--- src/rtl/pulse_burst_gen.sv ---
// Pulse-train transmitter: emits N pulses of programmable high time and period.
// Latency: first rising edge of pulse_out one cycle after burst_start is sampled.
// No backpressure: starts while busy are dropped; abort returns to IDLE next cycle.
module pulse_burst_gen #(
    parameter int CNT_WIDTH  = 16,
    parameter int TIME_WIDTH = 16
) (
    input  logic                  pulse_clock,
    input  logic                  pulse_reset_n,
    input  logic                  burst_start,
    input  logic                  burst_abort,
    input  logic [CNT_WIDTH-1:0]  burst_count,
    input  logic [TIME_WIDTH-1:0] burst_high,
    input  logic [TIME_WIDTH-1:0] burst_period,
    output logic                  pulse_out,
    output logic                  burst_busy,
    output logic                  burst_done,
    output logic [CNT_WIDTH-1:0]  pulses_sent
);

    typedef enum logic [1:0] {
        IDLE = 2'd0,
        HIGH = 2'd1,
        LOW  = 2'd2,
        DONE = 2'd3
    } state_t;

    state_t                state;
    state_t                state_nxt;
    logic [CNT_WIDTH-1:0]  count_lat;
    logic [CNT_WIDTH-1:0]  count_nxt;
    logic [TIME_WIDTH-1:0] high_lat;
    logic [TIME_WIDTH-1:0] high_nxt;
    logic [TIME_WIDTH-1:0] low_lat;
    logic [TIME_WIDTH-1:0] low_nxt;
    logic [TIME_WIDTH-1:0] phase;
    logic [TIME_WIDTH-1:0] phase_nxt;
    logic                  pulse_nxt;
    logic                  busy_nxt;
    logic                  done_nxt;
    logic [CNT_WIDTH-1:0]  sent_nxt;
    logic [TIME_WIDTH-1:0] high_eff;
    logic [TIME_WIDTH-1:0] low_eff;

    // Low time is max(period - high, 1): equivalent to max(period, high+1) - high,
    // but never forms high+1, so an all-ones high time cannot overflow.
    always_comb begin
        high_eff = (burst_high == '0) ? TIME_WIDTH'(1) : burst_high;
        low_eff  = (burst_period > high_eff) ? (burst_period - high_eff) : TIME_WIDTH'(1);
    end

    always_ff @(posedge pulse_clock or negedge pulse_reset_n) begin
        if (!pulse_reset_n) begin
            state       <= IDLE;
            count_lat   <= '0;
            high_lat    <= '0;
            low_lat     <= '0;
            phase       <= '0;
            pulse_out   <= 1'b0;
            burst_busy  <= 1'b0;
            burst_done  <= 1'b0;
            pulses_sent <= '0;
        end else begin
            state       <= state_nxt;
            count_lat   <= count_nxt;
            high_lat    <= high_nxt;
            low_lat     <= low_nxt;
            phase       <= phase_nxt;
            pulse_out   <= pulse_nxt;
            burst_busy  <= busy_nxt;
            burst_done  <= done_nxt;
            pulses_sent <= sent_nxt;
        end
    end

    always_comb begin
        state_nxt = state;
        count_nxt = count_lat;
        high_nxt  = high_lat;
        low_nxt   = low_lat;
        phase_nxt = phase;
        pulse_nxt = pulse_out;
        busy_nxt  = burst_busy;
        done_nxt  = burst_done;
        sent_nxt  = pulses_sent;

        case (state)
            IDLE, DONE: begin
                // Start outranks a simultaneous abort here: abort only acts while busy.
                if (burst_start) begin
                    count_nxt = burst_count;
                    high_nxt  = high_eff;
                    low_nxt   = low_eff;
                    phase_nxt = TIME_WIDTH'(1);
                    sent_nxt  = '0;
                    done_nxt  = 1'b0;
                    if (burst_count == '0) begin
                        state_nxt = DONE;
                        done_nxt  = 1'b1;
                        pulse_nxt = 1'b0;
                        busy_nxt  = 1'b0;
                    end else begin
                        state_nxt = HIGH;
                        pulse_nxt = 1'b1;
                        busy_nxt  = 1'b1;
                        sent_nxt  = CNT_WIDTH'(1);
                    end
                end
            end

            HIGH: begin
                if (burst_abort) begin
                    state_nxt = IDLE;
                    pulse_nxt = 1'b0;
                    busy_nxt  = 1'b0;
                    done_nxt  = 1'b0;
                end else if (phase == high_lat) begin
                    state_nxt = LOW;
                    pulse_nxt = 1'b0;
                    phase_nxt = TIME_WIDTH'(1);
                end else begin
                    phase_nxt = phase + TIME_WIDTH'(1);
                end
            end

            LOW: begin
                if (burst_abort) begin
                    state_nxt = IDLE;
                    pulse_nxt = 1'b0;
                    busy_nxt  = 1'b0;
                    done_nxt  = 1'b0;
                end else if (phase == low_lat) begin
                    phase_nxt = TIME_WIDTH'(1);
                    if (pulses_sent < count_lat) begin
                        state_nxt = HIGH;
                        pulse_nxt = 1'b1;
                        sent_nxt  = pulses_sent + CNT_WIDTH'(1);
                    end else begin
                        state_nxt = DONE;
                        busy_nxt  = 1'b0;
                        done_nxt  = 1'b1;
                    end
                end else begin
                    phase_nxt = phase + TIME_WIDTH'(1);
                end
            end

            default: begin
                state_nxt = IDLE;
                pulse_nxt = 1'b0;
                busy_nxt  = 1'b0;
            end
        endcase
    end

endmodule

--- config.mk ---
export PLATFORM = sky130hd
export DESIGN_NAME = pulse_burst_gen
export DESIGN_NICKNAME = d
export VERILOG_FILES = /design/src/rtl/pulse_burst_gen.sv
export SDC_FILE = /design/constraint.sdc
export NUM_CORES = 1
export LEC_CHECK = 0
export ABC_AREA = 1
export CAP_MARGIN = 20
export CORE_MARGIN = 4
export CORE_UTILIZATION = 40
export DETAILED_ROUTE_END_ITERATION = 16
export GPL_ROUTABILITY_DRIVEN = 0
export HOLD_SLACK_MARGIN = 0.06
export SLEW_MARGIN = 20
export SYNTH_ARGS = -nofsm -noshare
export SYNTH_HDL_FRONTEND = slang
export SYNTH_SLANG_ARGS = --single-unit
--- constraint.sdc ---
create_clock -name pulse_clock -period 1.8 [get_ports pulse_clock]
set_input_delay 0.36 -clock pulse_clock [delete_from_list [all_inputs] [get_ports pulse_clock]]
set_output_delay 0.36 -clock pulse_clock [all_outputs]
set_load 0.005 [all_outputs]
Yosys cells after proc, flatten, opt, wreduce, memory -nomap -nowiden
Index checks and enable logic that the tools add are counted.
{"block": "classes", "addsub": 3, "n_mul": 0, "div": 0, "magnitude_cmp": 2, "eq_ne": 15, "shifts": 0, "muxes": 41, "bitwise_logic": 0, "reduce_logical": 11}
{"op": "16-bit 2-to-1 mux", "count": 11}
{"op": "16-bit one-hot mux with 3 select lines", "count": 1}
{"op": "16-bit by 1-bit adder with 16-bit output, second input constant", "count": 2}
{"op": "16-bit == test", "count": 2}
{"op": "16-bit logical NOT", "count": 2}
{"op": "16-bit one-hot mux with 2 select lines", "count": 1}
{"op": "1-bit 2-to-1 mux", "count": 17}
{"op": "16-bit > comparator", "count": 1}
{"op": "16-bit < comparator", "count": 1}
{"op": "16-bit subtractor", "count": 1}
{"op": "2-bit 2-to-1 mux", "count": 7}
{"op": "2-bit != test, second input constant", "count": 6}
{"op": "3-bit != test, second input constant", "count": 4}
{"op": "1-bit one-hot mux with 3 select lines", "count": 3}
{"op": "4-bit AND reduction", "count": 2}
{"op": "2-bit one-hot mux with 3 select lines", "count": 1}
{"op": "3-bit AND reduction", "count": 2}
{"op": "5-bit AND reduction", "count": 1}
{"op": "2-bit == test, second input constant", "count": 2}
{"op": "2-bit by 1-bit == test with 1-bit output, second input constant", "count": 1}
{"op": "2-bit logical NOT", "count": 1}
{"op": "2-bit AND reduction", "count": 1}
{"op": "2-bit nonzero test", "count": 1}
{"op": "2-bit OR reduction", "count": 1}
{"block": "word_totals", "register_bits": 85, "latch_bits": 0, "ram_bits": 0, "rom_bits": 0, "out_inout_bits": 19, "word_cells": 81, "mem_count": 0}

Depth between registers and ports, before layout
{"block": "depth", "word_depth": 5, "depth_mapped": 17, "ltp_nobuf": 16}

Worst setup path after synthesis
Ideal clock, no wire load.
{"block": "synth_timing", "path_kind": "input-to-reg", "startpoint": "input port burst_high[3]", "endpoint": "register low_lat[12]", "t_arrival_ns": 2.191, "required_time_ns": 1.667, "setup_slack_ns": -0.524, "stages": 16, "cell_sequence": "inv_1 -> nand4_1 -> nor3_1 -> a31o_2 -> ha_1 -> inv_1 -> fa_1 -> nand3_1 -> nand3_1 -> nand3_1 -> nand2_1 -> nand2_1 -> a21oi_2 -> buf_4 -> nand3_1 -> o21ai_0"}
{"block": "synth_via", "elab_chain_len": 4, "elab_cells_between_ends": 5, "cone_classes": "add/sub: 1; order compare: 1; mux: 2; reduce/logical: 1"}
{"item": "from (decl)", "line_no": "13", "text": "input logic [TIME_WIDTH-1:0] burst_high,"}
{"item": "16-bit logical NOT (*)", "line_no": "48", "text": "high_eff = (burst_high == '0) ? TIME_WIDTH'(1) : burst_high;"}
{"item": "16-bit 2-to-1 mux (*)", "line_no": "48"}
{"item": "net high_eff[0]", "line_no": "42", "text": "logic [TIME_WIDTH-1:0] high_eff;"}
{"item": "16-bit subtractor or 16-bit > comparator (tied branches)", "line_no": "49", "text": "low_eff = (burst_period > high_eff) ? (burst_period - high_eff) : TIME_WIDTH'(1);"}
{"item": "16-bit 2-to-1 mux (*)", "line_no": "49"}
{"item": "to (signal assigned)", "line_no": "67", "text": "low_lat <= low_nxt;"}
{"item": "to (decl)", "line_no": "34", "text": "logic [TIME_WIDTH-1:0] low_lat;"}
Mark *: on every way through the listed nets, which the timed path passes. The rest lies on a longest branch.
A chain may end at the register's enable or synchronous reset.

Worst setup path after layout
{"block": "layout_timing", "startpoint": "input port burst_high[8]", "endpoint": "register low_lat[12]"}
Same word-level chain as after synthesis.

==> impl_metrics.prom <==
# TYPE chip_impl_metric gauge
chip_impl_info{name="crit_slowest_cell",value="sky130_fd_sc_hd__fa_2"} 1
chip_impl_metric{name="power.ir.vdd_worst",unit="mV"} 0.662
chip_impl_metric{name="syn_to_final_growth",unit="%"} 46.8
chip_impl_metric{name="clk_latency",unit="ns"} 0.35
chip_impl_metric{name="p_leak",unit="uW"} 0.00457
chip_impl_metric{name="pin_count_of_the_biggest_net_entering_global_routing",unit=""} 56
chip_impl_info{name="failed_checks",value="setup timing"} 1
chip_impl_metric{name="finalCriticalPeriod",unit="ns"} 2.15
chip_impl_info{name="crit-reg2reg-capture",value="pulses_sent[5]"} 1
chip_impl_metric{name="first_pass_iters",unit=""} 5
chip_impl_info{name="path_class",value="input port to flop"} 1
chip_impl_metric{name="antenna_cells",unit=""} 0
chip_impl_info{name="ys_top_cells_by_count",value="273 x sky130_fd_sc_hd__nand2_1, 135 x sky130_fd_sc_hd__inv_1, 85 x sky130_fd_sc_hd__dfrtp_1"} 1
chip_impl_metric{name="initial_antenna_violation_count",unit=""} 0
chip_impl_metric{name="initialDrtViolationCount",unit=""} 329
chip_impl_metric{name="power-per-cell-area",unit="nW/um2"} 1190
chip_impl_metric{name="die_area",unit="um2"} 17600
chip_impl_info{name="ys_dominant_reg_cell",value="sky130_fd_sc_hd__dfrtp_1"} 1
chip_impl_metric{name="timing.critical_path.required",unit="ns"} 2.04
chip_impl_metric{name="tightest_slew",unit="ns"} 0.432
chip_impl_metric{name="rows",unit=""} 45
chip_impl_metric{name="totalWireLength",unit="um"} 17200
chip_impl_metric{name="die_w",unit="um"} 132
chip_impl_info{name="crit-reg2reg-launch",value="count_lat[9]"} 1
chip_impl_metric{name="share_of_the_synthesized_area_in_the_top_cell_type",unit="%"} 34.3
chip_impl_metric{name="clk_slew_on_worst_s_h_paths",unit="ns"} 0.06
chip_impl_metric{name="crit_path_max_fanout",unit=""} 7
chip_impl_metric{name="setup_violators_final",unit=""} 32
chip_impl_metric{name="vias_in_the_first_global_route",unit=""} 5973
chip_impl_info{name="path_common_cell",value="sky130_fd_sc_hd__nand3_4"} 1
chip_impl_metric{name="reg2reg_path_depth",unit=""} 13
chip_impl_metric{name="synth_edf_count",unit=""} 0
chip_impl_metric{name="synth_sequential_area_ratio",unit="%"} 34.3
chip_impl_metric{name="initial_utilization",unit="%"} 40.8
chip_impl_metric{name="critical_path.max_stage_delay",unit="ns"} 0.38
chip_impl_metric{name="die_y",unit="um"} 132
chip_impl_info{name="tritoncts",value="done"} 1
chip_impl_metric{name="layout.cell_area.non_filler",unit="um2"} 9100
chip_impl_metric{name="hold_viol",unit=""} 0
chip_impl_metric{name="io_pins",unit=""} 71
chip_impl_metric{name="synth.net_count",unit=""} 988
chip_impl_metric{name="global_route.overflow_total",unit=""} 0
chip_impl_info{name="path_delay_family",value="simple AND/OR/NAND/NOR gates"} 1
chip_impl_metric{name="wire_length_of_the_first_global_routing_pass",unit="um"} 28600
chip_impl_metric{name="max_cap_viol_count",unit=""} 0
chip_impl_metric{name="vias_per_cell",unit=""} 4.74
chip_impl_info{name="min-delay-path-class",value="input port to asynchronous set/reset pin"} 1
chip_impl_metric{name="min_period_over_period",unit="%"} 119
chip_impl_info{name="grt_setup_unrepaired",value="yes"} 1
chip_impl_metric{name="dpl_worst_slack",unit="ns"} -1.38
chip_impl_metric{name="fp.coreArea",unit="um2"} 15200
chip_impl_info{name="count_leader_synth",value="sky130_fd_sc_hd__nand2_1"} 1
chip_impl_metric{name="synth-seq-cells",unit=""} 85
chip_impl_info{name="synthDominantAreaCellType",value="sky130_fd_sc_hd__dfrtp_1"} 1
chip_impl_metric{name="routedWlPerCell",unit="um"} 13.3
chip_impl_metric{name="timing.critical_path.buf_inv",unit=""} 3
chip_impl_metric{name="drv_slew",unit=""} 0
chip_impl_metric{name="max-slew-margin-rel",unit="%"} 71.0
chip_impl_metric{name="clock_buffer_count_from_cts",unit=""} 9
chip_impl_metric{name="clock_skew",unit="ns"} 0.00904
chip_impl_metric{name="synthesized_area",unit="um2"} 6200
chip_impl_metric{name="fin_nets",unit=""} 1188
chip_impl_metric{name="synth_cells",unit=""} 898
chip_impl_metric{name="io_buffer_count",unit=""} 70
chip_impl_metric{name="final_antenna_net_count",unit=""} 0
chip_impl_metric{name="max-clock-path-buffers",unit=""} 2
chip_impl_info{name="synth_top_cells_by_area",value="sky130_fd_sc_hd__dfrtp_1 34%, sky130_fd_sc_hd__nand2_1 17%, sky130_fd_sc_hd__inv_1 8.2%"} 1
chip_impl_metric{name="number_of_h_tree_levels",unit=""} 3
chip_impl_metric{name="tritoncts_num_sinks",unit=""} 85
chip_impl_info{name="worst_setup_path_start_kind",value="input port"} 1
chip_impl_metric{name="yosysUniqueCellTypes",unit=""} 33
chip_impl_metric{name="yosysWarnings",unit=""} 0
chip_impl_metric{name="syn_area_per_cell",unit="um2"} 6.90
chip_impl_metric{name="fillCellCount",unit=""} 1426
chip_impl_metric{name="synth-async-reset-ratio",unit="%"} 100
chip_impl_metric{name="detail_placement_hpwl",unit="um"} 13100
chip_impl_metric{name="total_via_count_in_the_routed_design",unit=""} 6122
chip_impl_info{name="timing.critical_path.cells",value="dlygate4sd2_1, nor4_2, a31o_4, ha_4, inv_4, fa_2, nand3_2, nand3_4, nand3_4, nand2_4, nand2_4, a21oi_4, buf_6, nand3_4, o21ai_2"} 1
chip_impl_info{name="cts_root_buffer",value="sky130_fd_sc_hd__clkbuf_16"} 1
chip_impl_metric{name="drive_above_1_share",unit="%"} 28.4
chip_impl_metric{name="final.setup.tns",unit="ns"} -6.49
chip_impl_info{name="cp_capture_type",value="flop"} 1
chip_impl_metric{name="reg2reg_slack",unit="ns"} -0.12
chip_impl_metric{name="cell_area_after_placement",unit="um2"} 8040
chip_impl_metric{name="global_route.usage.total",unit="%"} 19.7
chip_impl_info{name="outcome",value="finished, violations left"} 1
chip_impl_metric{name="fmax",unit="MHz"} 466
chip_impl_metric{name="remaining_drc_errors",unit=""} 0
chip_impl_metric{name="data_arrival_time_of_the_critical_path",unit="ns"} 2.39
chip_impl_metric{name="setup_ws",unit="ns"} -0.348
chip_impl_metric{name="post_layout_utilization_of_the_core",unit="%"} 59.8
-- cell families (layout without fill, tap and decap cells) --
group | after synthesis | after routing | synth area share (%)
AOI/OAI and AO/OA | 130 | 130 | 12.3
xor gates and xnor gates | 31 | 31 | 4.38
adders and majority gates | 38 | 38 | 7.79
buffers and inverters | 170 | 375 | 11.1
DFF | 85 | 85 | 34.3
and+or+nand+nor | 444 | 444 | 30.1
-- per-stage QoR --
step                      power [uW]  cells  hold WS (ns)
after floorplan                 5950    898        0.0644
after global placement          7540   1255         0.173
after detailed placement        7630   1255         0.174
after CTS                      10200   1282         0.342
after global routing           11800   1291         0.343
final                          10900   1291         0.349
-- routing by layer --
metal / vias up / part of all wire [%] / wire length (um) / global-route usage, %
met5: - / 0 / 0 / 0
met4: 0 / 2.7 / 456 / 8.03
met3: 24 / 3.4 / 589 / 2.55
met2: 99 / 46 / 7890 / 31.0
met1: 2776 / 48 / 8230 / 27.5
li1: 3223 / - / - / -
-- sequential cells by signal, summed over array words and instances (netlist names) --
| name | count |
|---|---|
| count_lat | 16 |
| high_lat | 16 |
| low_lat | 16 |
| phase | 16 |
| pulses_sent | 16 |
| state | 2 |
| burst_busy | 1 |
| burst_done | 1 |
| pulse_out | 1 |
-- power by group --
| group | internal, uW | switching [uW] | leakage, uW |
|---|---|---|---|
| Sequential | 2500 | 449 | 0.00109 |
| Combinational | 2650 | 3270 | 0.00332 |
| Clock | 1230 | 747 | 0.000159 |
-- worst max path at each step --
stage | startpoint | to | slack (ns) | depth (start not counted)
after floorplan | burst_high[15] | low_lat[12] | -0.40 | 16
after global placement | burst_high[15] | low_lat[12] | -1.28 | 17
after detailed placement | burst_high[15] | low_lat[13] | -1.38 | 17
after CTS | burst_high[15] | low_lat[12] | -0.30 | 17
after global routing | burst_high[2] | low_lat[12] | -0.47 | 17
final | burst_high[8] | low_lat[12] | -0.35 | 15
-- worst register-to-register path, cell delays in order (launching register included) --
cell	delay, ns
sky130_fd_sc_hd__dfrtp_1	0.35
sky130_fd_sc_hd__inv_1	0.05
sky130_fd_sc_hd__ha_1	0.29
sky130_fd_sc_hd__nand2_1	0.07
sky130_fd_sc_hd__inv_1	0.03
sky130_fd_sc_hd__o21bai_1	0.13
sky130_fd_sc_hd__a21oi_1	0.09
sky130_fd_sc_hd__nor2_1	0.19
sky130_fd_sc_hd__nand2_1	0.13
sky130_fd_sc_hd__nand2_2	0.09
sky130_fd_sc_hd__nand2_4	0.10
sky130_fd_sc_hd__buf_12	0.18
sky130_fd_sc_hd__nand2_2	0.07
sky130_fd_sc_hd__o21ai_2	0.05
-- cells in the final DEF, fill, tap and decap left out, types with 4 or more instances in the layout --
| master | n |
|---|---|
| sky130_fd_sc_hd__clkbuf_8 | 4 |
| sky130_fd_sc_hd__nand3_2 | 6 |
| sky130_fd_sc_hd__or2_2 | 5 |
| sky130_fd_sc_hd__buf_4 | 123 |
| sky130_fd_sc_hd__nor2_1 | 59 |
| sky130_fd_sc_hd__o21ai_0 | 42 |
| sky130_fd_sc_hd__clkdlybuf4s15_1 | 7 |
| sky130_fd_sc_hd__o21ai_2 | 18 |
| sky130_fd_sc_hd__nand4_1 | 14 |
| sky130_fd_sc_hd__nor3_1 | 12 |
| sky130_fd_sc_hd__nor2_4 | 4 |
| sky130_fd_sc_hd__nand2_1 | 251 |
| sky130_fd_sc_hd__clkdlybuf4s50_1 | 51 |
| sky130_fd_sc_hd__buf_6 | 12 |
| sky130_fd_sc_hd__nand2_2 | 16 |
| sky130_fd_sc_hd__nor2_2 | 7 |
| sky130_fd_sc_hd__o22ai_1 | 8 |
| sky130_fd_sc_hd__buf_12 | 5 |
| sky130_fd_sc_hd__nand3_1 | 35 |
| sky130_fd_sc_hd__inv_1 | 124 |
| sky130_fd_sc_hd__nand3_4 | 4 |
| sky130_fd_sc_hd__ha_1 | 31 |
| sky130_fd_sc_hd__dfrtp_2 | 9 |
| sky130_fd_sc_hd__o21bai_1 | 8 |
| sky130_fd_sc_hd__a21oi_2 | 14 |
| sky130_fd_sc_hd__inv_2 | 17 |
| sky130_fd_sc_hd__nand2_4 | 23 |
| sky130_fd_sc_hd__ha_4 | 5 |
| sky130_fd_sc_hd__o21ai_1 | 6 |
| sky130_fd_sc_hd__a21oi_1 | 25 |
| sky130_fd_sc_hd__clkbuf_16 | 11 |
| sky130_fd_sc_hd__xnor2_1 | 6 |
| sky130_fd_sc_hd__xor2_1 | 24 |
| sky130_fd_sc_hd__dfrtp_1 | 76 |
| sky130_fd_sc_hd__inv_4 | 4 |
-- cell type report --
type	instances	area [um2]	area share (%)
clock buffer	14	284	3.12
timing repair buffer	212	1940	21.3
inverter	147	579	6.37
multi-input combinational	643	3880	42.6
clock inverter	2	38.8	0.426
sequential	85	2140	23.5
tap	188	235	2.59
-- timing repair --
item | in CTS | in global routing
pin swaps | 15 | 32
cloned | 2 | 2
gates resized for setup | 84 | 95
hold endpoints to repair | 36 | 0
hold buffers | 1 | 0
setup buffers | 8 | 8
setup endpoints to repair | 35 | 55
Note: power is estimated with default switching activity, not from simulation.
==> patch 1 (same flow settings) <==
The 4 states of `state_t` get a Gray code encoding in 2 bits.
--- a/src/rtl/pulse_burst_gen.sv
+++ b/src/rtl/pulse_burst_gen.sv
@@ -19,10 +19,10 @@
 );
 
     typedef enum logic [1:0] {
-        IDLE = 2'd0,
-        HIGH = 2'd1,
-        LOW  = 2'd2,
-        DONE = 2'd3
+        IDLE = 2'b00,
+        HIGH = 2'b01,
+        LOW  = 2'b11,
+        DONE = 2'b10
     } state_t;
 
     state_t                state;
Check against the original RTL: same outputs for any inputs over 10 cycles, from zero or initial values and one cycle with pulse_reset_n low; not proved beyond that.
==> patch 1 against the original RTL <==
  * Synthesized area decreased by 6.0%
  * Sequential cell count unchanged
  * Non-clock buffer count decreased by 11
  * Total power decreased by 11%
  * Critical path type unchanged
  * Routed wire length decreased by 0.89%
  * Sequential power increased by 1%
  * Global-route usage increased by 0.82 points
  * The flow still finishes with violations (setup timing)
  * Fmax increased by 5.3%
  * Final area decreased by 5.4%
  * Worst setup slack improved by 110 ps
==> patch 1: results (changes against the original RTL) <==
outcome: "finished with violations"
violations: "setup timing"
grt_pass1_wl_um: 27500  # -3.7%
synthTopCellsByArea: "dfrtp_1 37%, nand2_1 19%, inv_1 7.8%"
vdd_ir_drop_max_mv: 0.637  # -3.8%
leakage_nw: 4.34  # -5.1%
endpoint: "low_lat[7]"
r2r_start: "pulses_sent[15]"
route.met2.wl_um: 7510  # -4.7%
fin_ws_ps: -240  # +108 ps
grt_pass1_vias: 5474  # -8.4%
ff2ff_setup_slack_ps: 0  # +120 ps
globalRouteMet3Util: 0.0220  # -0.00347
ctsResizeCount: 81  # -3.6%
cts_setup_buffers: 4  # -4
tns_ps: -3490  # +3000 ps
relSlewSlack: 0.703  # -0.00690
rr_worst_depth: 11  # -2
drt_pass1_iterations: 6  # +1
final_cells: 1235  # -4.3%
grt_util_met1: 0.314  # +0.0389
grt_usage: 0.205  # +0.00817
synthTopCellsByCount: "299 x nand2_1, 121 x inv_1, 85 x dfrtp_1, 63 x nor2_1, 53 x nand3_1"
drt_iter0_drc: 338  # +2.7%
synth_compound_area_frac: 0.0999  # -0.0234
synth.most_common_cell: "nand2_1"
syn_area_per_cell_um2: 6.84  # -0.96%
finClkSkew_ps: 7.28  # -1.76 ps
dp_hpwl_um: 12800  # -2.0%
place_ws_ps: -1030  # +347 ps
r2r_end: "pulses_sent[1]"
min_path_type: "in2reg"
p_int_mw: 5.69  # -11%
slowest_delay_ps: 340  # -40 ps
dpl-instance-area_mm2: 0.00764  # -5.0%
ys_seq_area_frac: 0.365  # +0.0220
num-nets-final: 1139  # -4.1%
synth_fa_ha_area_frac: 0.0786  # +0.000708
met3WireLength_um: 749  # +27%
syn_nets: 940  # -4.9%
io_buffers: 70  # unchanged
wl_per_cell_um: 13.8  # +3.6%
routed_via_density: 4.85  # +2.2%
met2_usage: 0.305  # -0.00541
wl_met1_um: 8490  # +3.2%
setup_viol: 16  # -50%
[patch 1: worst min-delay path by stage]
stage,from,slack [ps],cells after the start,to
after floorplan,pulse_reset_n,60,0,burst_busy
after global placement,pulse_reset_n,330,1,count_lat[6]
after detailed placement,pulse_reset_n,340,1,count_lat[6]
after CTS,burst_high[2],320,4,high_lat[2]
after global routing,burst_high[15],360,4,high_lat[15]
final,burst_high[2],340,4,high_lat[2]
[patch 1: power by group through the flow]
| stage | sequential [mW] | combinational, mW | clock (mW) |
|---|---|---|---|
| after global routing | 3.08 | 5.35 | 1.97 |
| after floorplan | 2.87 | 2.49 | 0 |
| after CTS | 2.95 | 4.10 | 1.89 |
| final | 2.99 | 4.77 | 1.85 |
| after detailed placement | 2.96 | 3.90 | 0 |
| after global placement | 2.95 | 3.85 | 0 |
[patch 1: final cells by class]
type                       count  area [um2]
timing repair buffer         201        1770
sequential                    85        2140
clock buffer                  15         298
tap                          180         225
fill                        1321        5490
inverter                     133         512
multi-input combinational    621        3660
==> patch 2 (config.mk and constraints unchanged) <==
Made on the original files. The parameter `TIME_WIDTH` goes from 16 to 32.
--- a/src/rtl/pulse_burst_gen.sv
+++ b/src/rtl/pulse_burst_gen.sv
@@ -3,7 +3,7 @@
 // No backpressure: starts while busy are dropped; abort returns to IDLE next cycle.
 module pulse_burst_gen #(
     parameter int CNT_WIDTH  = 16,
-    parameter int TIME_WIDTH = 16
+    parameter int TIME_WIDTH = 32
 ) (
     input  logic                  pulse_clock,
     input  logic                  pulse_reset_n,
Ports: changed (resized burst_high and burst_period); port bits go from 71 to 103. No check against the original RTL was run, so the function may have changed too.
==> patch 2 against the original RTL <==
  * Worst setup slack got worse by 210 ps
  * Cell count increased by 91%
  * First-iteration DRC count increased to 2.5 times the old value
  * Routed wire length increased by 130%
  * Synthesized area increased by 77%
  * Clock skew increased by 3.1 ps
  * Final area increased by 87%
  * The flow still finishes with violations (setup timing)
  * Highest routed layer unchanged
  * Critical endpoint is now low_lat[28]
  * Core utilization increased by 3.3 points
  * Fmax decreased by 8.8%
  * Sequential cell count increased by 48
  * Total power increased by 69%
==> patch 2: results (changes against the original RTL) <==
outcome: "finished with violations"
violations: "setup timing"
routed_via_density: 5.13  # +8.2%
grt_pass1_vias: 12027  # +100%
ff2ff_setup_slack_ps: -210  # -90 ps
wl_per_cell_um: 16.1  # +21%
grt_usage: 0.246  # +0.0490
synth_mux_area_frac: 0  # unchanged
tightest_slew_ps: 532  # +100 ps
cts-buffers-inserted: 17  # +8
drive_gt1_frac: 0.357  # +0.0737
syn_nets: 1811  # +83%
synth_xor_area_frac: 0.0670  # +0.0232
hp-start: "burst_high[28]"
path_clk_slew_ps: 60  # about the same
synth_compound_area_frac: 0.0949  # -0.0285
num-nets-final: 2254  # +90%
crit_fanout: 6  # -1
fin_ws_ps: -555  # -207 ps
worstHoldEndpoint: "high_lat[28]"
finClkSkew_ps: 12.2  # +3.14 ps
cts_buffer_depth: 2  # unchanged
ys_seq_area_frac: 0.303  # -0.0402
dpl-instance-area_mm2: 0.0146  # +82%
place_ws_ps: -1440  # -65.8 ps
min_path_cells: 4
via_count: 12675  # +110%
clock_latency_ps: 430  # +80 ps
leakage_nw: 8.67  # +90%
r2r_end: "pulses_sent[0]"
grt_pass1_wl_um: 60800  # +110%
diodes: 0  # unchanged
timing.hold.ws_ps: 289  # -60.3 ps
io_buffers: 102  # +46%
synth_cell_types: 45  # +36%
cts_max_level: 4  # +1
vdd_ir_drop_max_mv: 0.938  # +42%
synthTopCellsByCount: "578 x nand2_1, 185 x inv_1, 161 x nand3_1, 149 x nor2_1, 133 x dfrtp_1"
p_int_mw: 10.6  # +66%
synth_edf_count: 0  # unchanged
synthTopCellsByArea: "dfrtp_1 30%, nand2_1 20%, nand3_1 7.3%"
dp_cells: 2370  # +89%
syn_inst: 1673  # +86%
setup_viol: 84  # +160%
r2r_start: "phase[7]"
grt_start_max_net_pins: 70  # +25%
tns_ps: -20700  # -14210 ps
drt_iter0_drc: 827  # +150%
cts-root-buf: "clkbuf_16"
arrival_ps: 2670  # +280 ps
synth_fa_ha_area_frac: 0.0622  # -0.0157
min_path_type: "in2reg"
dp_hpwl_um: 28600  # +120%
reg_top3: "high_lat: 32 flops, low_lat: 32 flops, phase: 32 flops"
-- patch 2: changes by cell type after synthesis, moves of 12 or more --
cell,change
inv_1,+50
nor2_1,+83
dfrtp_1,+48
o21ai_0,+36
xnor2_1,+52
nand3_1,+116
ha_1,+16
nand4_1,+12
buf_2,+23
nand2_1,+305
-- patch 2: repair_timing --
action,4_1_cts,5_1_grt
endpoints found under the hold margin,35,0
pin swaps,77,112
gates resized for setup,272,189
cloned,7,6
setup buffers,37,26
hold buffers,1,0
setup endpoints to repair,95,93
-- patch 2: worst max-delay path: stages --
cell and delay, ps:
buf_2 100, inv_2 50, nand4_1 140, nor4_4 450
a21o_1 220, ha_4 150, fa_2 200, o21ai_2 60
nand2_1 80, nand2_2 60, nand2_2 60, nand2_2 60
nand2_2 60, nand2_2 60, nand2_4 100, buf_12 110
clkinvlp_4 170, nand3_2 120, nand2_1 50
-- patch 2: per-layer routing --
metal,global-route usage,wire (um),part of all wire
met3,0.0286,2480,0.063
met2,0.401,18500,0.47
met5,0,0,0
met1,0.345,17800,0.45
met4,0.0729,979,0.025
-- patch 2: worst max path at each step --
stage	from	to	slack, ps	cells after the start
2_1_floorplan	burst_high[6]	low_lat[0]	-530	18
5_1_grt	burst_high[16]	low_lat[30]	-690	19
3_3_place_gp	burst_high[14]	low_lat[20]	-1350	19
6_report	burst_high[24]	low_lat[28]	-560	19
4_1_cts	burst_high[28]	low_lat[23]	-620	19
3_5_place_dp	burst_high[14]	low_lat[25]	-1440	19
-- patch 2: area by class of cell --
class / instances / area, um2
inverter: 192 / 778
fill: 2328 / 9930
sequential: 133 / 3350
clock inverter: 13 / 188
multi-input combinational: 1282 / 7550
tap: 341 / 427
timing repair buffer: 489 / 4280
timing repair inverter: 1 / 7.51
clock buffer: 19 / 443
-- patch 2: power by group through the flow --
stage / sequential, mW / combinational (mW) / clock, mW
floorplan: 4.42 / 4.78 / 0
global placement: 4.60 / 7.34 / 0
detailed placement: 4.63 / 7.48 / 0
CTS: 4.61 / 8.79 / 3.83
global route: 4.75 / 10.8 / 3.98
finish: 4.64 / 9.90 / 3.81
-- patch 2: cell families (layout without fill, tap and decap cells) --
kind of cell    count (synthesis)  count (layout)
simple gates                  968             968
buf+inv                       258             714
compound gates                176             176
flops                         133             133
xor+xnor                       84              84
fa+ha+maj                      54              54
